<file path="config.mk">
export PLATFORM = sky130hd
export DESIGN_NAME = mem_access_stage
export DESIGN_NICKNAME = d
export VERILOG_FILES = /design/src/rtl/mem_access_stage_pkg.sv /design/src/rtl/mem_access_stage_lane_align.sv /design/src/rtl/mem_access_stage.sv
export SDC_FILE = /design/constraint.sdc
export NUM_CORES = 1
export LEC_CHECK = 0
export CAP_MARGIN = 20
export CORE_MARGIN = 2
export CORE_UTILIZATION = 51
export DETAILED_ROUTE_END_ITERATION = 10
export GPL_TIMING_DRIVEN = 0
export HOLD_SLACK_MARGIN = 0.03
export PLACE_DENSITY_LB_ADDON = 0.05
export SETUP_SLACK_MARGIN = 0.3
export SYNTH_ARGS = -nofsm -noshare
export SYNTH_HDL_FRONTEND = slang
export SYNTH_SLANG_ARGS = --single-unit
</file>
<file path="constraint.sdc">
create_clock -name clk -period 7.3 [get_ports clk]
set_input_delay 1.46 -clock clk [delete_from_list [all_inputs] [get_ports clk]]
set_output_delay 1.46 -clock clk [all_outputs]
set_load 0.02 [all_outputs]
</file>
<file path="src/rtl/mem_access_stage_pkg.sv">
// Shared encodings for the memory-access stage: funct3 size/sign codes,
// FSM state codes, the default bus timeout and small decode helpers.
package mem_access_stage_pkg;

    // funct3 size/sign encodings (anything else behaves as a word)
    localparam logic [2:0] F3_B  = 3'b000;
    localparam logic [2:0] F3_H  = 3'b001;
    localparam logic [2:0] F3_W  = 3'b010;
    localparam logic [2:0] F3_BU = 3'b100;
    localparam logic [2:0] F3_HU = 3'b101;

    // FSM state encodings
    localparam logic [0:0] ST_IDLE = 1'b0;
    localparam logic [0:0] ST_WAIT = 1'b1;

    // Default number of WAIT cycles before an unanswered access is aborted
    localparam int TIMEOUT_CYCLES_DEFAULT = 255;
    localparam int TMO_CNT_W              = 16;

    typedef enum logic [1:0] {
        SZ_B = 2'd0,
        SZ_H = 2'd1,
        SZ_W = 2'd2
    } access_size_e;

    // Map funct3 onto an access size; unknown codes fall back to a word
    function automatic access_size_e decode_size(input logic [2:0] funct3);
        access_size_e size_v;
        case (funct3)
            F3_B, F3_BU: size_v = SZ_B;
            F3_H, F3_HU: size_v = SZ_H;
            default:     size_v = SZ_W;
        endcase
        return size_v;
    endfunction

    // Zero-extending loads
    function automatic logic is_unsigned(input logic [2:0] funct3);
        return (funct3 == F3_BU) || (funct3 == F3_HU);
    endfunction

    // Natural-alignment check for a given access size
    function automatic logic is_misaligned(input access_size_e size, input logic [1:0] addr_lo);
        logic mis_v;
        case (size)
            SZ_B:    mis_v = 1'b0;
            SZ_H:    mis_v = addr_lo[0];
            SZ_W:    mis_v = (addr_lo != 2'b00);
            default: mis_v = 1'b0;
        endcase
        return mis_v;
    endfunction

endpackage

</file>
<file path="src/rtl/mem_access_stage_lane_align.sv">
// lsu_lane_align: purely combinational byte-lane handling for the
// memory-access stage. The store side replicates data into every lane and
// builds the byte strobes; the load side picks the addressed lane out of the
// returned word and sign- or zero-extends it. Address bits finer than the
// access size are ignored here (halfwords use addr[1] only, words ignore both).
module lsu_lane_align
    import mem_access_stage_pkg::*;
(
    input  logic [2:0]  st_funct3,
    input  logic [1:0]  st_addr_lo,
    input  logic [31:0] st_data,
    output logic [3:0]  st_strb,
    output logic [31:0] st_wdata,
    input  logic [2:0]  ld_funct3,
    input  logic [1:0]  ld_addr_lo,
    input  logic [31:0] ld_rdata,
    output logic [31:0] ld_result
);

    logic [7:0]  ld_byte_s;
    logic [15:0] ld_half_s;

    // Store strobes and lane-replicated write data
    always_comb begin
        st_strb  = 4'b1111;
        st_wdata = st_data;
        case (decode_size(st_funct3))
            SZ_B: begin
                st_strb  = 4'b0001 << st_addr_lo;
                st_wdata = {4{st_data[7:0]}};
            end
            SZ_H: begin
                st_strb  = 4'b0011 << {st_addr_lo[1], 1'b0};
                st_wdata = {2{st_data[15:0]}};
            end
            SZ_W: begin
                st_strb  = 4'b1111;
                st_wdata = st_data;
            end
            default: begin
                st_strb  = 4'b1111;
                st_wdata = st_data;
            end
        endcase
    end

    // Select the addressed byte and halfword of the returned word
    always_comb begin
        ld_byte_s = ld_rdata[7:0];
        case (ld_addr_lo)
            2'b00:   ld_byte_s = ld_rdata[7:0];
            2'b01:   ld_byte_s = ld_rdata[15:8];
            2'b10:   ld_byte_s = ld_rdata[23:16];
            2'b11:   ld_byte_s = ld_rdata[31:24];
            default: ld_byte_s = ld_rdata[7:0];
        endcase
        if (ld_addr_lo[1]) begin
            ld_half_s = ld_rdata[31:16];
        end else begin
            ld_half_s = ld_rdata[15:0];
        end
    end

    // Extend the selected lane to a full register value
    always_comb begin
        ld_result = ld_rdata;
        case (decode_size(ld_funct3))
            SZ_B: begin
                if (is_unsigned(ld_funct3)) begin
                    ld_result = {24'h000000, ld_byte_s};
                end else begin
                    ld_result = {{24{ld_byte_s[7]}}, ld_byte_s};
                end
            end
            SZ_H: begin
                if (is_unsigned(ld_funct3)) begin
                    ld_result = {16'h0000, ld_half_s};
                end else begin
                    ld_result = {{16{ld_half_s[15]}}, ld_half_s};
                end
            end
            SZ_W:    ld_result = ld_rdata;
            default: ld_result = ld_rdata;
        endcase
    end

endmodule

</file>
<file path="src/rtl/mem_access_stage.sv">
// mem_access_stage: MEM pipeline stage between EX/MEM and MEM/WB.
// Non-memory instructions pass through in one cycle. Loads/stores go out on a
// single-outstanding req/ack bus; the upstream pipeline is stalled until the
// ack (or a timeout abort) and the result lands in the MEM/WB register.
// Optional feature macro: MEM_MISALIGN_TRAP_EN -- when defined, misaligned
// halfword/word accesses are refused without a bus request and reported via
// bus_err; when undefined they proceed as if aligned.
module mem_access_stage
    import mem_access_stage_pkg::*;
#(
    parameter int TIMEOUT_CYCLES = TIMEOUT_CYCLES_DEFAULT
) (
    input  logic        clk,
    input  logic        rst,
    input  logic        in_valid,
    input  logic [31:0] in_addr,
    input  logic [31:0] in_wdata,
    input  logic        in_memread,
    input  logic        in_memwrite,
    input  logic [2:0]  in_funct3,
    input  logic [4:0]  in_rd,
    input  logic        in_regwrite,
    output logic        stall,
    output logic        bus_req,
    output logic        bus_we,
    output logic [31:0] bus_addr,
    output logic [31:0] bus_wdata,
    output logic [3:0]  bus_wstrb,
    input  logic        bus_ack,
    input  logic [31:0] bus_rdata,
    output logic        wb_valid,
    output logic [4:0]  wb_rd,
    output logic        wb_regwrite,
    output logic [31:0] wb_result,
    output logic        bus_err
);

    localparam logic [TMO_CNT_W-1:0] TMO_LIMIT = TMO_CNT_W'(TIMEOUT_CYCLES);

    logic [0:0]           state_r;
    logic [TMO_CNT_W-1:0] tmo_cnt_r;
    logic [31:0]          lat_addr_r;
    logic [2:0]           lat_funct3_r;
    logic [4:0]           lat_rd_r;
    logic                 lat_regwrite_r;

    logic                 mem_op_s;
    logic                 misalign_s;
    logic                 accept_mem_s;
    logic                 tmo_hit_s;
    logic [3:0]           st_strb_s;
    logic [31:0]          st_wdata_s;
    logic [31:0]          ld_result_s;

    lsu_lane_align u_lane_align (
        .st_funct3  (in_funct3),
        .st_addr_lo (in_addr[1:0]),
        .st_data    (in_wdata),
        .st_strb    (st_strb_s),
        .st_wdata   (st_wdata_s),
        .ld_funct3  (lat_funct3_r),
        .ld_addr_lo (lat_addr_r[1:0]),
        .ld_rdata   (bus_rdata),
        .ld_result  (ld_result_s)
    );

    // Classify the EX/MEM slot and derive the combinational stall
    always_comb begin
        mem_op_s = in_memread | in_memwrite;
`ifdef MEM_MISALIGN_TRAP_EN
        misalign_s = in_valid & mem_op_s & is_misaligned(decode_size(in_funct3), in_addr[1:0]);
`else
        misalign_s = 1'b0;
`endif
        accept_mem_s = (state_r == ST_IDLE) & in_valid & mem_op_s & ~misalign_s;
        tmo_hit_s    = (state_r == ST_WAIT) & ~bus_ack & (tmo_cnt_r == TMO_LIMIT);
        // Gated by rst so the freeze lifts the moment reset hits
        stall        = ~rst & (accept_mem_s | (state_r == ST_WAIT));
    end

    // Access FSM, bus request registers, timeout counter and MEM/WB register
    always_ff @(posedge clk or posedge rst) begin
        if (rst) begin
            state_r        <= ST_IDLE;
            tmo_cnt_r      <= {TMO_CNT_W{1'b0}};
            lat_addr_r     <= 32'h0000_0000;
            lat_funct3_r   <= 3'b000;
            lat_rd_r       <= 5'd0;
            lat_regwrite_r <= 1'b0;
            bus_req        <= 1'b0;
            bus_we         <= 1'b0;
            bus_addr       <= 32'h0000_0000;
            bus_wdata      <= 32'h0000_0000;
            bus_wstrb      <= 4'b0000;
            wb_valid       <= 1'b0;
            wb_rd          <= 5'd0;
            wb_regwrite    <= 1'b0;
            wb_result      <= 32'h0000_0000;
            bus_err        <= 1'b0;
        end else begin
            bus_err  <= 1'b0;
            wb_valid <= 1'b0;
            case (state_r)
                ST_IDLE: begin
                    if (misalign_s) begin
                        // Refused access: report it without touching the bus
                        bus_err     <= 1'b1;
                        wb_valid    <= 1'b1;
                        wb_rd       <= in_rd;
                        wb_regwrite <= 1'b0;
                        wb_result   <= in_addr;
                    end else if (accept_mem_s) begin
                        state_r        <= ST_WAIT;
                        tmo_cnt_r      <= {TMO_CNT_W{1'b0}};
                        lat_addr_r     <= in_addr;
                        lat_funct3_r   <= in_funct3;
                        lat_rd_r       <= in_rd;
                        lat_regwrite_r <= in_regwrite;
                        bus_req        <= 1'b1;
                        bus_we         <= in_memwrite;
                        bus_addr       <= {in_addr[31:2], 2'b00};
                        if (in_memwrite) begin
                            bus_wdata <= st_wdata_s;
                            bus_wstrb <= st_strb_s;
                        end else begin
                            bus_wdata <= 32'h0000_0000;
                            bus_wstrb <= 4'b0000;
                        end
                    end else if (in_valid) begin
                        wb_valid    <= 1'b1;
                        wb_rd       <= in_rd;
                        wb_regwrite <= in_regwrite;
                        wb_result   <= in_addr;
                    end else begin
                        wb_valid <= 1'b0;
                    end
                end
                ST_WAIT: begin
                    if (bus_ack) begin
                        // Ack beats a simultaneous timeout
                        state_r  <= ST_IDLE;
                        bus_req  <= 1'b0;
                        wb_valid <= 1'b1;
                        wb_rd    <= lat_rd_r;
                        if (bus_we) begin
                            wb_regwrite <= 1'b0;
                            wb_result   <= lat_addr_r;
                        end else begin
                            wb_regwrite <= lat_regwrite_r;
                            wb_result   <= ld_result_s;
                        end
                    end else if (tmo_hit_s) begin
                        state_r     <= ST_IDLE;
                        bus_req     <= 1'b0;
                        bus_err     <= 1'b1;
                        wb_valid    <= 1'b1;
                        wb_rd       <= lat_rd_r;
                        wb_regwrite <= 1'b0;
                        wb_result   <= lat_addr_r;
                    end else begin
                        tmo_cnt_r <= tmo_cnt_r + {{(TMO_CNT_W-1){1'b0}}, 1'b1};
                    end
                end
                default: begin
                    state_r <= ST_IDLE;
                    bus_req <= 1'b0;
                end
            endcase
        end
    end

endmodule

</file>
==> impl_metrics.prom <==
# TYPE chip_impl_metric gauge
chip_impl_metric{name="static-leakage-power",unit="uW"} 0.00434
chip_impl_metric{name="initial_core_utilization",unit=""} 0.524
chip_impl_metric{name="cts_max_level",unit=""} 4
chip_impl_metric{name="drv_slew",unit=""} 0
chip_impl_metric{name="worstPathArrival",unit="ps"} 3910
chip_impl_metric{name="netlist_instances",unit=""} 795
chip_impl_metric{name="clock_latency",unit="ps"} 430
chip_impl_metric{name="avgRoutedWirePerCell",unit="um"} 17.9
chip_impl_metric{name="gr-total-overflow",unit=""} 0
chip_impl_metric{name="post_route_drc",unit=""} 0
chip_impl_info{name="timing.critical_path.to_type",value="output port"} 1
chip_impl_metric{name="post_synth_instance_area",unit="sq um"} 6960
chip_impl_metric{name="die-height",unit="um"} 121
chip_impl_metric{name="vias_per_cell",unit=""} 5.56
chip_impl_metric{name="synthToLayoutAreaGrowth",unit="%"} 42.3
chip_impl_metric{name="finalPower",unit="uW"} 2870
chip_impl_metric{name="drt_pre_antenna_iters",unit=""} 6
chip_impl_metric{name="design.portCount",unit=""} 222
chip_impl_metric{name="async_reset_ff_frac",unit=""} 1.00
chip_impl_metric{name="synth_warnings",unit=""} 0
chip_impl_metric{name="fp.coreArea",unit="sq um"} 13300
chip_impl_metric{name="design.die.area",unit="sq um"} 14600
chip_impl_metric{name="final.min_clock_period",unit="ps"} 5370
chip_impl_metric{name="layout.cell_area.non_filler",unit="sq um"} 9900
chip_impl_metric{name="synth_seq_area_share",unit=""} 0.489
chip_impl_metric{name="grt_first_pass_wirelength",unit="mm"} 34.8
chip_impl_metric{name="detailedPlacementHpwl",unit="mm"} 16.0
chip_impl_metric{name="placed_cell_area",unit="sq um"} 9400
chip_impl_info{name="worstHoldPathType",value="flip-flop to flip-flop"} 1
chip_impl_metric{name="tightestPinTransition",unit="ps"} 696
chip_impl_metric{name="finalHoldViolations",unit=""} 0
chip_impl_metric{name="layout_setup_ws",unit="ps"} 1930
chip_impl_metric{name="cts.clk_slew.worst_paths",unit="ps"} 50
chip_impl_metric{name="power.density_cell_area",unit="nW/um^2"} 290
chip_impl_metric{name="cts_hold_buffers",unit=""} 0
chip_impl_info{name="clock-root-buffer",value="sky130_fd_sc_hd__clkbuf_16"} 1
chip_impl_metric{name="final_layout_size_suffix_gt1_frac",unit=""} 0.0768
chip_impl_metric{name="finClkSkew",unit="ps"} 5.39
chip_impl_metric{name="crit_required",unit="ps"} 5840
chip_impl_metric{name="postRouteAntennaNets",unit=""} 0
chip_impl_metric{name="critical_path_peak_fanout",unit=""} 10
chip_impl_metric{name="vias_post_dr",unit=""} 6774
chip_impl_metric{name="yosys.area.top_type_share",unit=""} 0.489
chip_impl_metric{name="design.final.nets",unit=""} 1146
chip_impl_metric{name="postSynthAreaPerCell",unit="sq um"} 8.76
chip_impl_metric{name="cts_resized",unit=""} 0
chip_impl_metric{name="gp_congestion",unit=""} 0.927
chip_impl_metric{name="dp_worst_setup_slack",unit="ps"} 1960
chip_impl_info{name="worstSetupStartpointType",value="input port"} 1
chip_impl_metric{name="port_buffers",unit=""} 218
chip_impl_info{name="setup_repair_after_global_routing_missed_its_margin",value="false"} 1
chip_impl_metric{name="cts_max_path_buffers",unit=""} 2
chip_impl_metric{name="routed_wl",unit="mm"} 21.8
chip_impl_metric{name="drt_iter0_markers",unit=""} 495
chip_impl_metric{name="timing.max_slew.rel_slack",unit=""} 0.536
chip_impl_metric{name="floorplan.rows",unit=""} 42
chip_impl_metric{name="tns",unit="ps"} 0
chip_impl_metric{name="max_cap_viol_count",unit=""} 0
chip_impl_info{name="crit_type",value="input port to output port"} 1
chip_impl_metric{name="final.period_utilization",unit=""} 0.736
chip_impl_metric{name="number_of_antenna_violations_at_the_first_check_in_global_routing",unit=""} 0
chip_impl_metric{name="postCtsSetupRepairBufs",unit=""} 0
chip_impl_info{name="synth.largest_area_cell",value="sky130_fd_sc_hd__dfrtp_1"} 1
chip_impl_metric{name="insertedDiodeCount",unit=""} 0
chip_impl_info{name="synth_flop_cell",value="sky130_fd_sc_hd__dfrtp_1"} 1
chip_impl_metric{name="grt_start_max_net_pins",unit=""} 73
chip_impl_metric{name="postSynthRegisterBits",unit=""} 136
chip_impl_metric{name="cts_made_buffers",unit=""} 17
chip_impl_metric{name="chipWidth",unit="um"} 121
chip_impl_metric{name="irDropWorstVdd",unit="uV"} 177
chip_impl_info{name="cts_tree",value="built"} 1
chip_impl_metric{name="synth_edf_count",unit=""} 0
chip_impl_metric{name="grt_util_all_layers",unit=""} 0.310
chip_impl_metric{name="cts_sinks",unit=""} 136
chip_impl_info{name="synth.area.top_cells",value="sky130_fd_sc_hd__dfrtp_1 49%, sky130_fd_sc_hd__nand2_1 9.8%, sky130_fd_sc_hd__o21ai_0 6.5%"} 1
chip_impl_metric{name="yosys.cell_types.count",unit=""} 46
chip_impl_metric{name="setup_viol_count_final",unit=""} 0
chip_impl_metric{name="max_freq",unit="MHz"} 186
chip_impl_info{name="outcome",value="complete, no violations"} 1
chip_impl_metric{name="first_global_vias",unit=""} 6670
==> power by group <==
part | internal (uW) | switching (uW) | total (uW) | leakage, uW
Clock | 463 | 309 | 771 | 0.000254
Combinational | 506 | 562 | 1070 | 0.00242
Sequential | 919 | 112 | 1030 | 0.00167
==> final timing paths <==
path,cells past startpoint,start,to,slack [ps]
max,8,in_valid,stall,1930
min,2,bus_wstrb[3]$_DFFE_PP0P_,bus_wstrb[3]$_DFFE_PP0P_,470
max reg2reg,7,lat_addr_r[1]$_DFFE_PP0P_,wb_result[21]$_DFFE_PP0P_,4640
min reg2reg,2,bus_wstrb[3]$_DFFE_PP0P_,bus_wstrb[3]$_DFFE_PP0P_,470
max in group asynchronous,3,rst,lat_addr_r[8]$_DFFE_PP0P_,5000
min in group asynchronous,2,rst,bus_wdata[16]$_DFFE_PP0P_,1550
==> routing by layer <==
metal | track usage | share of wire | up-vias
met5 | 0 | 0 | -
met4 | 0.142 | 0.037 | 0
met3 | 0.103 | 0.096 | 59
met2 | 0.484 | 0.46 | 324
met1 | 0.391 | 0.41 | 3222
li1 | - | - | 3169
==> Yosys cell counts (2+ instances only) <==
cell type and n:
sky130_fd_sc_hd__nand3_1 8, sky130_fd_sc_hd__inv_1 7, sky130_fd_sc_hd__nand2_1 182, sky130_fd_sc_hd__o21ai_0 90
sky130_fd_sc_hd__nor4_1 5, sky130_fd_sc_hd__mux2_2 10, sky130_fd_sc_hd__o32ai_1 5, sky130_fd_sc_hd__a21oi_1 37
sky130_fd_sc_hd__and2_1 3, sky130_fd_sc_hd__or4_1 3, sky130_fd_sc_hd__clkbuf_1 44, sky130_fd_sc_hd__xor2_1 14
sky130_fd_sc_hd__mux2i_1 15, sky130_fd_sc_hd__buf_2 2, sky130_fd_sc_hd__nor3_1 3, sky130_fd_sc_hd__a22oi_1 9
sky130_fd_sc_hd__o22a_1 9, sky130_fd_sc_hd__a31oi_1 6, sky130_fd_sc_hd__nand2b_1 4, sky130_fd_sc_hd__or3_1 6
sky130_fd_sc_hd__and3_1 5, sky130_fd_sc_hd__a22o_1 17, sky130_fd_sc_hd__buf_4 35, sky130_fd_sc_hd__a21o_1 16
sky130_fd_sc_hd__dfrtp_1 136, sky130_fd_sc_hd__buf_1 2, sky130_fd_sc_hd__nor2b_1 23, sky130_fd_sc_hd__nor2_1 70
sky130_fd_sc_hd__nand4_1 7, sky130_fd_sc_hd__o221ai_1 5, sky130_fd_sc_hd__o211ai_1 2
==> kinds of logic after synthesis <==
logic type,count (synthesis),share of synthesized area
and+or+nand+nor,320,0.196
AOI/OAI and AO/OA,206,0.185
DFF,136,0.489
buffers and inverters,91,0.0694
muxes,26,0.0410
xor gates and xnor gates,14,0.0176
adders and majority gates,1,0.00180
other,1,0.000539
==> state kept, by name, indices dropped and copies added (netlist names) <==
name            count
wb_rd               5
bus_addr            1
lat_rd_r            5
bus_wstrb           4
wb_regwrite         1
bus_wdata          32
wb_result          32
wb_valid            1
tmo_cnt_r          16
lat_funct3_r        3
bus_req             1
bus_err             1
lat_regwrite_r      1
bus_we              1
state_r             1
lat_addr_r         31
==> worst max-delay path, cell delays in order <==
cell and delay (ps):
sky130_fd_sc_hd__clkdlybuf4s50_1 480, sky130_fd_sc_hd__nor2b_1 270, sky130_fd_sc_hd__nor2b_1 170, sky130_fd_sc_hd__clkbuf_1 300, sky130_fd_sc_hd__clkbuf_1 370, sky130_fd_sc_hd__nor2_1 120
sky130_fd_sc_hd__nor2_1 130, sky130_fd_sc_hd__clkdlybuf4s50_1 610
==> metrics by stage <==
step / hold WS [ps] / util / cells
floorplan: 445 / - / 796
global placement: 452 / 0.704 / 1190
detailed placement: 462 / 0.707 / 1191
CTS: 474 / 0.745 / 1218
global route: 492 / 0.745 / 1218
finish: 471 / 0.745 / 1218
==> cells in the final DEF (no fill, tap or decap), drive strengths merged, types with 2 or more instances in the layout <==
cell type,synthesis,layout
clkdlybuf4s50,0,218
nand2,182,182
dfrtp,136,136
o21ai,91,91
nor2,70,70
clkbuf,44,65
buf,40,41
a21oi,39,39
nor2b,23,23
a22o,17,17
a21o,16,16
mux2i,15,15
xor2,14,14
mux2,10,10
a22oi,9,9
o22a,9,9
nand3,8,8
nand4,7,7
inv,7,7
or3,6,6
a31oi,6,6
and3,5,5
nor4,5,5
o221ai,5,5
o32ai,5,5
clkinv,0,5
nand2b,4,4
or4,3,3
nor3,3,3
and2,3,3
o211ai,2,2
conb,1,2
==> area by class of cell <==
cell class	count	area, sq um
Buffer	84	457
Clock buffer	21	450
Clock inverter	6	55.1
Fill cell	1026	3390
Inverter	7	31.3
Multi-Input combinational cell	569	3080
Sequential cell	136	3400
Tap cell	176	220
Timing Repair Buffer	219	2210
(Power assumes the default switching activity.)
